===== src/rtl/spi_pkg.sv =====
// Shared types and constants for the SPI slave block.
package spi_pkg;

    // Transaction sequencing for the slave.
    typedef enum logic [1:0] {
        IDLE   = 2'd0,
        ACTIVE = 2'd1,
        DONE   = 2'd2
    } spi_slv_state_t;

    // Bit order on the wire: the response word goes out MSB first.
    localparam bit SPI_MSB_FIRST = 1'b1;

endpackage : spi_pkg


===== src/rtl/sync_ff.sv =====
// Multi-stage flip-flop synchronizer for a single asynchronous input bit.
module sync_ff #(
    parameter int   STAGES    = 2,
    parameter logic RESET_VAL = 1'b0
) (
    input  logic clk,
    input  logic reset_n,
    input  logic i_d,
    output logic o_q
);

    logic [STAGES-1:0] r_chain;

    // Shift the asynchronous input through the chain; the last stage is the clean copy.
    always_ff @(posedge clk) begin
        // NOTE: reset value is chosen so the chain looks like the idle line level,
        // which keeps the edge detectors downstream quiet coming out of reset.
        if (!reset_n) begin
            r_chain <= {STAGES{RESET_VAL}};
        end else begin
            r_chain <= {r_chain[STAGES-2:0], i_d};
        end
    end

    assign o_q = r_chain[STAGES-1];

endmodule : sync_ff


===== src/rtl/spi_slv.sv =====
// SPI mode-0 slave, oversampled by the system clock. SCLK, SS_N and MOSI are
// synchronized into clk, edges are found on the synchronized copies, and a
// small IDLE/ACTIVE/DONE machine frames each transaction.
module spi_slv
    import spi_pkg::*;
#(
    parameter int SPI_MAXLEN  = 32,
    parameter int SYNC_STAGES = 2
) (
    input  logic                          clk,
    input  logic                          reset_n,
    input  logic                          SCLK,
    input  logic                          SS_N,
    input  logic                          MOSI,
    output logic                          MISO,
    input  logic [SPI_MAXLEN-1:0]         tx_data,
    output logic [SPI_MAXLEN-1:0]         rx_data,
    output logic [$clog2(SPI_MAXLEN):0]   rx_nbits,
    output logic                          rx_valid,
    output logic                          rx_ovf,
    output logic                          busy
);

    localparam int CNT_W  = $clog2(SPI_MAXLEN) + 1;
    localparam int WARM_W = $clog2(SYNC_STAGES + 2);

    localparam logic [CNT_W-1:0]  CNT_MAX   = CNT_W'(SPI_MAXLEN);
    // Edges are trusted only once both the synchronizer output and its delayed
    // copy hold values sampled after reset was released.
    localparam logic [WARM_W-1:0] WARM_DONE = WARM_W'(SYNC_STAGES + 1);

    // ------------------------------------------------------------------
    // Synchronizers
    // ------------------------------------------------------------------
    logic w_sclk_s;
    logic w_ss_n_s;
    logic w_mosi_s;

    sync_ff #(.STAGES(SYNC_STAGES), .RESET_VAL(1'b0)) u_sync_sclk (
        .clk     (clk),
        .reset_n (reset_n),
        .i_d     (SCLK),
        .o_q     (w_sclk_s)
    );

    sync_ff #(.STAGES(SYNC_STAGES), .RESET_VAL(1'b1)) u_sync_ss_n (
        .clk     (clk),
        .reset_n (reset_n),
        .i_d     (SS_N),
        .o_q     (w_ss_n_s)
    );

    sync_ff #(.STAGES(SYNC_STAGES), .RESET_VAL(1'b0)) u_sync_mosi (
        .clk     (clk),
        .reset_n (reset_n),
        .i_d     (MOSI),
        .o_q     (w_mosi_s)
    );

    // ------------------------------------------------------------------
    // Edge detection
    // ------------------------------------------------------------------
    logic                r_sclk_d;
    logic                r_ss_n_d;
    logic [WARM_W-1:0]   r_warm;

    logic w_sclk_rise;
    logic w_sclk_fall;
    logic w_ss_n_fall;
    logic w_ss_n_rise;
    logic w_start;

    // Delayed copies for edge detection, plus a post-reset settle counter so a
    // select line already low at reset release is not mistaken for a new frame.
    always_ff @(posedge clk) begin
        // NOTE: sequential state is always updated with non-blocking assignments
        // so every flop samples the pre-edge values of its neighbours.
        if (!reset_n) begin
            r_sclk_d <= 1'b0;
            r_ss_n_d <= 1'b1;
            r_warm   <= '0;
        end else begin
            r_sclk_d <= w_sclk_s;
            r_ss_n_d <= w_ss_n_s;
            if (r_warm != WARM_DONE) begin
                r_warm <= r_warm + WARM_W'(1);
            end
        end
    end

    assign w_sclk_rise = w_sclk_s & ~r_sclk_d;
    assign w_sclk_fall = ~w_sclk_s & r_sclk_d;
    assign w_ss_n_fall = ~w_ss_n_s & r_ss_n_d;
    assign w_ss_n_rise = w_ss_n_s & ~r_ss_n_d;
    assign w_start     = w_ss_n_fall & (r_warm == WARM_DONE);

    // ------------------------------------------------------------------
    // Transaction state machine
    // ------------------------------------------------------------------
    spi_slv_state_t r_state;
    spi_slv_state_t w_next_state;

    logic w_busy;
    logic w_miso;
    logic w_done;
    logic w_tx_bit;

    // State register.
    always_ff @(posedge clk) begin
        if (!reset_n) begin
            r_state <= IDLE;
        end else begin
            r_state <= w_next_state;
        end
    end

    // Next-state decode: select falling opens a frame, select rising closes it.
    always_comb begin
        // NOTE: default first so every path assigns the signal and no latch is inferred.
        w_next_state = r_state;
        case (r_state)
            IDLE:    if (w_start)     w_next_state = ACTIVE;
            ACTIVE:  if (w_ss_n_rise) w_next_state = DONE;
            DONE:                     w_next_state = IDLE;
            default:                  w_next_state = IDLE;
        endcase
    end

    // State-dependent outputs: MISO only drives data while a frame is open.
    always_comb begin
        w_busy = 1'b0;
        w_miso = 1'b0;
        w_done = 1'b0;
        case (r_state)
            ACTIVE: begin
                w_busy = 1'b1;
                w_miso = w_tx_bit;
            end
            DONE: begin
                w_done = 1'b1;
            end
            default: begin
                w_busy = 1'b0;
            end
        endcase
    end

    // ------------------------------------------------------------------
    // Shift registers and bit counter
    // ------------------------------------------------------------------
    logic [SPI_MAXLEN-1:0] r_tx_shift;
    logic [SPI_MAXLEN-1:0] r_rx_shift;
    logic [CNT_W-1:0]      r_cnt;
    logic                  r_ovf;

    assign w_tx_bit = SPI_MSB_FIRST ? r_tx_shift[SPI_MAXLEN-1] : r_tx_shift[0];

    // Load on frame start; sample MOSI on SCLK rise, advance MISO on SCLK fall.
    // A clock edge coinciding with select rising is still handled here because
    // the state is ACTIVE on that cycle.
    always_ff @(posedge clk) begin
        if (!reset_n) begin
            r_tx_shift <= '0;
            r_rx_shift <= '0;
            r_cnt      <= '0;
            r_ovf      <= 1'b0;
        end else if (r_state == IDLE) begin
            if (w_start) begin
                r_tx_shift <= tx_data;
                r_rx_shift <= '0;
                r_cnt      <= '0;
                r_ovf      <= 1'b0;
            end
        end else if (r_state == ACTIVE) begin
            if (w_sclk_rise) begin
                r_rx_shift <= {r_rx_shift[SPI_MAXLEN-2:0], w_mosi_s};
                if (r_cnt == CNT_MAX) begin
                    r_ovf <= 1'b1;
                end else begin
                    r_cnt <= r_cnt + CNT_W'(1);
                end
            end
            if (w_sclk_fall) begin
                if (SPI_MSB_FIRST) begin
                    r_tx_shift <= {r_tx_shift[SPI_MAXLEN-2:0], 1'b0};
                end else begin
                    r_tx_shift <= {1'b0, r_tx_shift[SPI_MAXLEN-1:1]};
                end
            end
        end
    end

    // ------------------------------------------------------------------
    // Result registers
    // ------------------------------------------------------------------
    logic [SPI_MAXLEN-1:0] r_rx_data;
    logic [CNT_W-1:0]      r_rx_nbits;
    logic                  r_rx_ovf;
    logic                  r_rx_valid;

    // Publish the finished frame; the results hold until the next frame ends,
    // and the valid pulse lines up with the freshly updated results.
    always_ff @(posedge clk) begin
        if (!reset_n) begin
            r_rx_data  <= '0;
            r_rx_nbits <= '0;
            r_rx_ovf   <= 1'b0;
            r_rx_valid <= 1'b0;
        end else begin
            r_rx_valid <= w_done;
            if (w_done) begin
                r_rx_data  <= r_rx_shift;
                r_rx_nbits <= r_cnt;
                r_rx_ovf   <= r_ovf;
            end
        end
    end

    assign MISO     = w_miso;
    assign busy     = w_busy;
    assign rx_data  = r_rx_data;
    assign rx_nbits = r_rx_nbits;
    assign rx_ovf   = r_rx_ovf;
    assign rx_valid = r_rx_valid;

endmodule : spi_slv


===== config.mk =====
export PLATFORM = sky130hd
export DESIGN_NAME = spi_slv
export DESIGN_NICKNAME = d
export VERILOG_FILES = /design/src/rtl/spi_pkg.sv /design/src/rtl/sync_ff.sv /design/src/rtl/spi_slv.sv
export SDC_FILE = /design/constraint.sdc
export NUM_CORES = 1
export LEC_CHECK = 0
export BUFFER_PORTS_ARGS = -buffer_cell sky130_fd_sc_hd__buf_4
export CAP_MARGIN = 0
export CORE_MARGIN = 1
export CORE_UTILIZATION = 25
export DETAILED_ROUTE_END_ITERATION = 8
export PLACE_DENSITY = 0.42
export SLEW_MARGIN = 30
export SYNTH_ARGS = -nofsm -noshare
export SYNTH_HDL_FRONTEND = slang
export SYNTH_SLANG_ARGS = --single-unit

===== constraint.sdc =====
create_clock -name clk -period 1.72 [get_ports clk]
set_clock_uncertainty 0.05 [all_clocks]
set_input_delay 0.258 -clock clk [delete_from_list [all_inputs] [get_ports clk]]
set_output_delay 0.258 -clock clk [all_outputs]
set_load 0.01 [all_outputs]

### Yosys cells after proc, flatten, opt, wreduce, memory -nomap -nowiden

Cells that the tools add are included.
Widths: inputs -> output; s select.

| operators by class | value |
|---|---|
| reduce and logical (&&, ||, !) cells | 10 |
| equal/unequal tests | 8 |
| multiplexer cells | 24 |
| add/subtract/negate cells | 2 |
| bitwise operators | 9 |

Operators by type and width:

| kind | count |
|---|---|
| $mux 32 | 8 |
| $mux 6 | 5 |
| $mux 1 | 8 |
| $ne 2x2->1 const B | 4 |
| $reduce_and 4->1 | 2 |
| $reduce_bool 2->1 | 4 |
| $add 6x1->6 const B | 1 |
| $eq 6x6->1 const B | 1 |
| $reduce_and 3->1 | 2 |
| $and 1x1->1 | 5 |
| $eq 2x2->1 const B | 2 |
| $mux 2 | 2 |
| $not 1->1 | 4 |
| $pmux 2 s2 | 1 |
| $add 2x1->2 const B | 1 |
| $eq 2x1->1 const B | 1 |
| $logic_not 2->1 | 1 |
| $reduce_and 2->1 | 1 |

| word-level totals | value |
|---|---|
| bits in registers | 123 |
| output and inout port bits | 42 |
| bits of input ports | 37 |
| logic and storage cells | 68 |

### Depth between registers and ports, before layout

Gate-level depths: netlist of the first run.

| logic depth | value |
|---|---|
| depth in word-level cells | 5 |
| depth in mapped cells | 7 |
| depth with buffers taken out | 6 |

### Cells and area by module

From an unflattened synthesis of the first run, not the netlist that was laid out.

| unflattened totals | value |
|---|---|
| cell total of the unflattened synthesis | 581 |
| area, all modules | 4902.2 µm² |

By module, submodules not included:

| module | times used | sequential area each (µm²) | cells each | area each (µm²) |
|---|---|---|---|---|
| spi_slv | 1 | 2342.2 | 569 | 4744.6 |
| sync_ff | 3 | 40.0 | 4 | 52.6 |

### Worst setup path before layout of the first run

Ideal clock, no wire load.

| timing | value |
|---|---|
| path type | flip-flop to flip-flop |
| from | register r_warm[0] |
| to | register r_tx_shift[10] |
| setup time | 89 ps |
| setup slack | 74 ps |
| path buffers | 2 |
| arrival time | 1508 ps |
| data required time | 1581 ps |
| period minus slack after synthesis | 1646 ps |
| cell stages (with the launch flop) | 8 |
| cell sequence | dfxtp_1 > ha_1 > nor4b_4 > a21bo_1 > buf_4 > buf_6 > nor2_1 > a311oi_2 |

| on the way | value |
|---|---|
| longest elaborated chain between the ends | 4 |

Ends and longest elaborated chain:

| element | RTL line | text |
|---|---|---|
| from (decl) | spi_slv.sv:65 | `logic [WARM_W-1:0] r_warm;` |
| from (signal assigned) | spi_slv.sv:86 | `r_warm <= r_warm + WARM_W'(1);` |
| $eq 2x2->1 | spi_slv.sv:95 | `assign w_start = w_ss_n_fall & (r_warm == WARM_DONE);` |
| $and 1x1->1 | spi_slv.sv:95 |  |
| $ne 2x2->1 (no source line) | -- |  |
| $reduce_and 3->1 (no source line) | -- |  |
| to (signal assigned) | spi_slv.sv:169 | `r_tx_shift <= tx_data;` |
| to (signal assigned) | spi_slv.sv:185 | `r_tx_shift <= {r_tx_shift[SPI_MAXLEN-2:0], 1'b0};` |
| to (signal assigned) | spi_slv.sv:187 | `r_tx_shift <= {1'b0, r_tx_shift[SPI_MAXLEN-1:1]};` |
| to (decl) | spi_slv.sv:151 | `logic [SPI_MAXLEN-1:0] r_tx_shift;` |

Every way passes these cells.
A chain may end at the register's enable or synchronous reset.

### Worst setup path in the final report of the first run

| timing | value |
|---|---|
| from | register r_state[0] |
| to | output MISO |

| on the way | value |
|---|---|
| longest elaborated chain between the ends | 2 |

Ends and longest elaborated chain:

| element | RTL line | text |
|---|---|---|
| from (decl) | spi_slv.sv:100 | `spi_slv_state_t r_state;` |
| from (signal assigned) | spi_slv.sv:113 | `r_state <= w_next_state;` |
| $eq 2x1->1 | spi_slv.sv:134 | `case (r_state)` |
| $mux 1 | spi_slv.sv:134 |  |
| to (decl) | spi_slv.sv:15 | `output logic MISO,` |

Every way passes these cells.

==> results of run 1 <==
==> critical path, delay by kind of cell, from the launching register on <==
family	cells	cell delay, ns
buffers and inverters	2	0.23
DFF	1	0.38
and+or+nand+nor	2	0.31
==> per-layer routing <==
metal,vias up,part of all wire
met5,-,0
met4,0,0.0067
met3,6,0.044
met2,92,0.46
met1,1935,0.48
li1,2091,-
==> registers in the layout, indices dropped and copies added, names as in the netlist <==
signal and flops:
r_cnt 6, r_ovf 1, r_rx_shift 32, r_sclk_d 1
r_ss_n_d 1, r_state 2, r_tx_shift 32, r_warm 2
rx_data 32, rx_nbits 6, rx_ovf 1, rx_valid 1
u_sync_mosi.r_chain 2, u_sync_sclk.r_chain 2, u_sync_ss_n.r_chain 2
==> path summary, 6_finish.rpt <==
| kind | start | endpoint | slack (ns) | cells after the start |
|---|---|---|---|---|
| worst max-delay path | r_state[0] | MISO | 0.08 | 4 |
| worst min-delay path | reset_n | u_sync_ss_n.r_chain[1] | 0.07 | 2 |
| worst max register to register | r_state[1] | r_tx_shift[18] | 0.08 | 6 |
| worst min register to register | u_sync_ss_n.r_chain[0] | u_sync_ss_n.r_chain[1] | 0.36 | 1 |
==> kinds of logic after synthesis <==
group,share of synthesized area
compound gates,0.211
xor+xnor,0.00178
fa+ha+maj,0.00765
buf+inv,0.0487
flops,0.502
mux,0.0285
simple gates,0.201
==> per-stage QoR <==
step           TNS [ns]  hold slack [ns]  power (W)  cells  setup WS, ns
2_1_floorplan         0            0.309    0.00312    558        0.0736
3_3_place_gp    -0.0365            0.345    0.00324    872       -0.0281
3_5_place_dp     -0.568            0.348    0.00324    872       -0.0478
4_1_cts         -0.0321           0.0559    0.00712    911       -0.0321
5_1_grt               0           0.0659    0.00731    915       0.00756
6_report              0           0.0704    0.00700    915        0.0828
==> placed cells by master, fill, tap and decap left out, types with 2 or more instances in the layout <==
cell type	instances
nand2_1	135
dfxtp_1	120
buf_4	93
a21oi_1	62
nor2_1	48
o21ai_0	33
a311oi_2	28
nand3_1	24
clkbuf_16	19
mux2i_1	14
buf_12	8
and2_1	5
bufinv_16	4
inv_1	3
nand2b_1	3
a311oi_1	3
clkinv_4	3
clkinvlp_4	3
dlygate4sd3_1	3
buf_6	3
clkinv_2	2
o211ai_1	2
nand4bb_1	2
and3_1	2
a31oi_1	2
ha_1	2
inv_6	2
dfxtp_4	2
==> layout make-up <==
class,instances,area (um^2),share of cell area
clock inverters,13,191,0.0286
multi-input cells,386,2240,0.335
flip-flops and latches,123,2470,0.369
repair buffers,110,1000,0.150
inverters,4,16.3,0.00243
well taps,260,325,0.0486
clock buffers,19,443,0.0662
==> where the power goes <==
group	internal [W]	switching [W]	total, W
registers	0.00288	0.0000191	0.00290
logic	0.000140	0.000148	0.000288
clock network	0.00247	0.00133	0.00381
==> what timing repair did <==
action	in CTS	in global routing
hold buffers	3	0
gates cloned	1	2
setup buffers	3	3
resized for setup	13	5
endpoints found under the hold margin	3	0
endpoints found under the setup margin	36	46
pin swaps	1	5
==> results.sh, run 1 <==
export IMPL_ys_flop_type="dfxtp_1"
export IMPL_max_freq_mhz=611
export IMPL_drv_cap=0
export IMPL_io_pins=79
export IMPL_syn_area_mm2=0.00491
export IMPL_crit_arrival_ns=1.33
export IMPL_yosysMostFrequentCell="nand2_1"
export IMPL_finalNetCount=682
export IMPL_setup_violations=0
export IMPL_max_vdd_ir_drop_mv=0.650
export IMPL_post_drt_wl_per_cell_um=13.1
export IMPL_syn_area_per_cell_um2=8.80
export IMPL_vias_per_cell=4.51
export IMPL_period_needed_ns=1.64
export IMPL_hp_class="in -> reg"
export IMPL_post_synth_top_area_cell="dfxtp_1"
export IMPL_cts_buffers=17
export IMPL_grt_util_met2=0.198
export IMPL_placed_cell_area_mm2=0.00586
export IMPL_ant_nets=0
export IMPL_yosysSeqAreaShare=0.502
export IMPL_crit_path_max_incr_delay_ns=0.38
export IMPL_dpl_hpwl_um=7220
export IMPL_die_area_mm2=0.0202
export IMPL_vias=4124
export IMPL_cp_required_ns=1.41
export IMPL_status="finished, final reports clean"
export IMPL_ys_top_cells_by_count="nand2_1 (135), dfxtp_1 (123), a21oi_1 (62)"
export IMPL_num_antenna_cells=0
export IMPL_ys_warn_count=0
export IMPL_crit_fanout=6
export IMPL_rsz0062_at_grt="false"
export IMPL_drt_total_wl_um=12000
export IMPL_firstDrtPassIters=4
export IMPL_h_tree_depth=4
export IMPL_clockBufferDepth=2
export IMPL_clkTransAtPathRegs_ns=0.05
export IMPL_drive_gt1_frac=0.279
export IMPL_clockRootBuffer="clkbuf_16"
export IMPL_met3_usage=0.0407
export IMPL_end_kind="output port"
export IMPL_synth_top_area_share=0.502
export IMPL_hold_violations=0
export IMPL_io_buffers=78
export IMPL_crit_path_top_delay_cell="dfxtp_4"
export IMPL_timing_final_crit_share=0.952
export IMPL_p_leak_nw=2.51
export IMPL_max_slew_margin_rel=0.632
export IMPL_p_per_area_mw_per_mm2=1050
export IMPL_yosysUniqueCellTypes=38
export IMPL_crit_path_start_kind="flop"
export IMPL_grt_pass1_wl_um=19500
export IMPL_clock_sinks=123
export IMPL_async_reset_ff_frac=0
export IMPL_stdcell_area_mm2=0.00669
export IMPL_filler_cell_count=1954
export IMPL_dieWidth_um=142
export IMPL_antenna_found_initial=0
export IMPL_crit_type="reg -> out"
export IMPL_gp_congestion=0.724
export IMPL_insertion_delay_ns=0.42
export IMPL_grt_max_degree=49
export IMPL_syn_nets=598
export IMPL_cts_tree="done"
export IMPL_maxSlewViolCount=0
export IMPL_grt_usage=0.123
export IMPL_synth_edf_count=0
export IMPL_synth_area_top_cells="dfxtp_1 (50%), nand2_1 (10%), a311oi_2 (8.6%), a21oi_1 (6.3%), nor2_1 (3.7%)"
export IMPL_worst_pin_slew_ns=0.552
export IMPL_initial_core_util=0.259
export IMPL_drc=0
export IMPL_top_usage_layer="met2"
export IMPL_coreArea_mm2=0.0190
export IMPL_met1_usage=0.151
export IMPL_drtIter0Drc=194
export IMPL_syn2layout_area_growth_pct=36.3
export IMPL_grt_pass1_vias=3949
export IMPL_die_h_um=142
export IMPL_syn_inst=558
export IMPL_rows=50
export IMPL_fin_util=0.353
export IMPL_crit_chain="buf_4, nor2b_4, and2_4, buf_6"
export IMPL_ys_ff_latch=123
export IMPL_gr_total_overflow=0
Power figures use the tool's default switching activity.
==> run 2, diff against run 1 <==
CORE_ASPECT_RATIO = 0.8   (was unset)
CORE_UTILIZATION = 35   (was 25)
PLACE_DENSITY = 0.55   (was 0.42)
==> run 2 against run 1 <==
Non-clock buffer count fell by 2. Worst setup slack got worse by 0.017 ns. First-iteration DRC count grew 9.8%. Global-route usage up 3.8 points. Register-to-register slack worse by 0.02 ns. Clock power fell by 18%. Fmax down 1.0%. Largest power group unchanged. Highest routed layer unchanged.
==> results.sh, run 2 (synthesized netlist as in run 1, its figures left out) <==
export IMPL_status="finished, final reports clean"
export IMPL_end_kind="output port"
export IMPL_max_vdd_ir_drop_mv=0.695
export IMPL_placed_cell_area_mm2=0.00578
export IMPL_timing_final_crit_share=0.962
export IMPL_h_tree_depth=4
export IMPL_critPathTopFamily="flip-flops"
export IMPL_clockRootBuffer="clkbuf_16"
export IMPL_die_area_mm2=0.0145
export IMPL_final_common_cell="nand2_1"
export IMPL_place_inst=797
export IMPL_drv_cap=0
export IMPL_drt_total_wl_um=11300
export IMPL_crit_fanout=11
export IMPL_grt_pass1_wl_um=18800
export IMPL_holdWs_ns=0.0197
export IMPL_crit_path_start_kind="flop"
export IMPL_most_common_layout_cells="nand2_1 (134), dfxtp_1 (120), buf_4 (94)"
export IMPL_crit_arrival_ns=1.35
export IMPL_num_antenna_cells=0
export IMPL_hp_class="in -> reg"
export IMPL_rows=38
export IMPL_setup_violations=0
export IMPL_whs_endpoint="u_sync_sclk.r_chain[0]"
export IMPL_hold_violations=0
export IMPL_maxSlewViolCount=0
export IMPL_rr_worst_depth=6
export IMPL_worst_pin_slew_ns=0.462
export IMPL_post_drt_wl_per_cell_um=13.6
export IMPL_crit_type="reg -> out"
export IMPL_io_pins=79
export IMPL_dieWidth_um=134
export IMPL_grt_max_degree=49
export IMPL_period_needed_ns=1.65
export IMPL_coreArea_mm2=0.0136
export IMPL_initial_core_util=0.360
export IMPL_ant_nets=0
export IMPL_path_buf_inv=2
export IMPL_io_buffers=78
export IMPL_min_path_cells=2
export IMPL_grt_pass1_vias=3943
export IMPL_fin_util=0.472
export IMPL_fin_cells=832
export IMPL_insertion_delay_ns=0.41
export IMPL_r2r_end="r_tx_shift[24]"
export IMPL_p_leak_nw=2.44
export IMPL_vias_per_cell=4.99
export IMPL_vias=4148
export IMPL_cp_required_ns=1.41
export IMPL_stdcell_area_mm2=0.00644
export IMPL_clkTransAtPathRegs_ns=0.05
export IMPL_reg2reg_from="r_warm[0]"
export IMPL_drive_gt1_frac=0.273
export IMPL_crit_path_top_delay_cell="dfxtp_4"
export IMPL_cts_buffers=17
export IMPL_syn2layout_area_growth_pct=31.1
export IMPL_crit_path_max_incr_delay_ns=0.40
export IMPL_hold_start="SCLK"
export IMPL_crit_chain="buf_12, nor2b_4, and2_1, buf_4"
export IMPL_dpl_hpwl_um=7080
export IMPL_antenna_found_initial=0
export IMPL_clock_sinks=123
export IMPL_die_h_um=108
export IMPL_cts_tree="done"
export IMPL_clockBufferDepth=2
export IMPL_rrSetupSlack_ns=0.07
export IMPL_max_slew_margin_rel=0.692
export IMPL_gr_total_overflow=0
export IMPL_gp_congestion=0.784
export IMPL_p_per_area_mw_per_mm2=983
export IMPL_max_freq_mhz=605
export IMPL_grt_usage=0.161
export IMPL_drc=0
export IMPL_finalNetCount=680
export IMPL_firstDrtPassIters=5
export IMPL_drtIter0Drc=213
==> run 2: changes by cell type in the layout (fill, tap and decap cells not counted), sizes merged <==
cell,before,now
clkbuf,21,26
bufinv,4,0
dlygate4sd3,3,1
inv,5,3
buf,104,105
bufbuf,1,0
==> run 2: power by group <==
group	switching [W]	leakage [nW]	total, W	internal [W]
registers	0.0000191	0.994	0.00290	0.00288
logic	0.000148	1.20	0.000287	0.000139
clock network	0.00121	0.252	0.00314	0.00193
==> run 2: per-stage QoR <==
step	worst slack, ns	TNS [ns]	total power [W]
2_1_floorplan	0.0736	0	0.00312
3_3_place_gp	0.0957	0	0.00323
3_5_place_dp	0.0134	0	0.00324
4_1_cts	0.00548	0	0.00640
5_1_grt	-0.0175	-0.0669	0.00658
6_report	0.0659	0	0.00633
==> run 2: worst max path at each step <==
stage / depth (start not counted) / endpoint / from / slack, ns
final: 4 / MISO / r_state[0] / 0.07
after CTS: 4 / MISO / r_state[0] / 0.005
after global routing: 6 / r_tx_shift[24] / r_warm[0] / -0.02
after floorplan: 7 / r_tx_shift[10] / r_warm[0] / 0.07
after detailed placement: 6 / r_tx_shift[20] / r_warm[0] / 0.01
after global placement: 5 / r_tx_shift[29] / r_state[0] / 0.1
==> run 2: what timing repair did <==
action / in CTS / in global routing
hold endpoints to repair: 1 / 0
pin swaps: 0 / 3
resized for setup: 7 / 11
buffers inserted: 0 / 1
cloned: 0 / 2
endpoints found under the setup margin: 2 / 67
hold buffers: 1 / 0
==> run 2: final cells by class <==
cell class | instances | area [um^2]
clock buffer | 24 | 482
clock inverter | 7 | 42.5
fill | 1342 | 7210
inverter | 4 | 16.3
multi-input combinational | 386 | 2240
sequential | 123 | 2470
tap | 180 | 225
timing repair buffer | 108 | 963
==> run 2: layer usage <==
metal  vias to the layer above  track usage  routed length (um)
li1                       2087            -                   -
met1                      1967        0.218                5690
met2                        90        0.245                5040
met3                         4       0.0478                 498
met4                         0       0.0506                  49
met5                         -            0                   0
==> run 3, diff against run 2 <==
--- a/config.mk
+++ b/config.mk
@@ -13,2 +13,3 @@
 export DETAILED_ROUTE_END_ITERATION = 8
+export MAX_ROUTING_LAYER = met4
 export PLACE_DENSITY = 0.55
--- a/constraint.sdc
+++ b/constraint.sdc
@@ -4,2 +4,2 @@
 set_output_delay 0.258 -clock clk [all_outputs]
-set_load 0.01 [all_outputs]
+set_load 0.005 [all_outputs]
==> run 3 against run 2 <==
Critical path depth is 2 higher. Cell count unchanged. Final area unchanged. Hold slack got worse by 0.0013 ns. First-iteration DRC count grew 7.5%. Clock power about the same. Register-to-register slack hardly changed. Fmax is 0.53% higher. Core utilization did not move. Via count fell by 0.29%. Critical path type is now reg -> reg. Largest power group unchanged.
==> results.sh, run 3 (synthesized netlist as in run 1, its figures left out) <==
export IMPL_grt_pass1_vias=3943
export IMPL_firstDrtPassIters=4
export IMPL_met1_usage=0.220
export IMPL_timing_final_crit_share=0.957
export IMPL_hp_class="in -> reg"
export IMPL_met3_usage=0.0469
export IMPL_h_tree_depth=4
export IMPL_crit_path_start_kind="flop"
export IMPL_io_pins=79
export IMPL_max_freq_mhz=608
export IMPL_drive_gt1_frac=0.273
export IMPL_stdcell_area_mm2=0.00644
export IMPL_drc=0
export IMPL_final_common_cell="nand2_1"
export IMPL_grt_util_met2=0.245
export IMPL_clkTransAtPathRegs_ns=0.05
export IMPL_end_kind="flop"
export IMPL_dpl_hpwl_um=7080
export IMPL_holdWs_ns=0.0184
export IMPL_io_buffers=78
export IMPL_clockBufferDepth=2
export IMPL_insertion_delay_ns=0.41
export IMPL_filler_cell_count=1342
export IMPL_grt_max_degree=49
export IMPL_setup_violations=0
export IMPL_die_area_mm2=0.0145
export IMPL_crit_arrival_ns=1.88
export IMPL_vias=4136
export IMPL_vias_per_cell=4.97
export IMPL_post_drt_wl_per_cell_um=13.5
export IMPL_top_usage_layer="met2"
export IMPL_placed_cell_area_mm2=0.00578
export IMPL_p_per_area_mw_per_mm2=983
export IMPL_grt_usage=0.166
export IMPL_drtIter0Drc=229
export IMPL_gp_congestion=0.795
export IMPL_syn2layout_area_growth_pct=31.1
export IMPL_finalNetCount=680
export IMPL_coreArea_mm2=0.0136
export IMPL_die_h_um=108
export IMPL_rows=38
export IMPL_rr_worst_depth=6
export IMPL_gr_total_overflow=0
export IMPL_crit_type="reg -> reg"
export IMPL_place_ws_ns=0.0134
export IMPL_grt_pass1_wl_um=18800
export IMPL_status="finished, final reports clean"
export IMPL_drv_cap=0
export IMPL_dieWidth_um=134
export IMPL_cp_required_ns=1.95
export IMPL_hold_violations=0
export IMPL_most_common_layout_cells="nand2_1 (134), dfxtp_1 (120), buf_4 (94)"
export IMPL_clockRootBuffer="clkbuf_16"
export IMPL_min_path_cells=2
export IMPL_max_vdd_ir_drop_mv=0.695
export IMPL_num_antenna_cells=0
export IMPL_max_slew_margin_rel=0.700
export IMPL_rrSetupSlack_ns=0.07
export IMPL_maxSlewViolCount=0
export IMPL_p_leak_nw=2.44
export IMPL_crit_fanout=24
export IMPL_ant_nets=0
export IMPL_clock_sinks=123
export IMPL_drt_total_wl_um=11200
export IMPL_fin_ws_ns=0.0746
export IMPL_period_needed_ns=1.65
export IMPL_cts_tree="done"
export IMPL_cts_buffers=17
export IMPL_antenna_found_initial=0
export IMPL_initial_core_util=0.360
export IMPL_worst_pin_slew_ns=0.451
==> run 3: cell type report <==
class / instances / area (um^2) / area share
multi-input cells: 386 / 2240 / 0.348
repair buffers: 108 / 963 / 0.150
flip-flops and latches: 123 / 2470 / 0.383
clock inverters: 7 / 42.5 / 0.00661
well taps: 180 / 225 / 0.0350
clock buffers: 24 / 482 / 0.0748
inverters: 4 / 16.3 / 0.00253
==> run 3: through the flow <==
step                      cells  setup TNS [ns]  power (W)  utilization
after floorplan             558               0    0.00312            -
after global placement      797               0    0.00323        0.424
after detailed placement    797               0    0.00324        0.424
after CTS                   829               0    0.00640        0.464
after global routing        832         -0.0607    0.00658        0.472
final                       832               0    0.00633        0.472
==> run 3: routing by layer <==
layer / vias up / share of wire
met5: - / 0
met4: 0 / 0.0038
met3: 5 / 0.039
met1: 1962 / 0.51
met2: 84 / 0.44
li1: 2085 / -
==> run 3: repair_timing <==
item | 4_1_cts | 5_1_grt
pin swaps | 0 | 3
endpoints found under the hold margin | 1 | 0
hold buffers | 1 | 0
gates resized for setup | 7 | 11
buffers inserted | 0 | 1
cloned | 0 | 2
setup endpoints to repair | 2 | 67
==> run 3: path summary, 6_finish.rpt <==
kind / from / end
hold reg to reg: u_sync_ss_n.r_chain[0] / u_sync_ss_n.r_chain[1]
hold / removal: SCLK / u_sync_sclk.r_chain[0]
setup reg to reg: r_warm[0] / r_tx_shift[24]
setup / recovery: r_warm[0] / r_tx_shift[24]
==> run 3: critical path, cell delays in order (launching register included) <==
cell,delay (ns)
dfxtp_1,0.35
ha_2,0.20
nor4b_4,0.24
a21bo_4,0.23
clkbuf_16,0.24
buf_4,0.15
a311oi_2,0.07
==> run 3: power breakdown <==
| part | internal (W) | switching [W] | leakage (nW) | total [W] |
|---|---|---|---|---|
| clock | 0.00193 | 0.00121 | 0.252 | 0.00314 |
| combinational | 0.000139 | 0.000148 | 1.20 | 0.000287 |
| sequential | 0.00288 | 0.0000191 | 0.994 | 0.00290 |
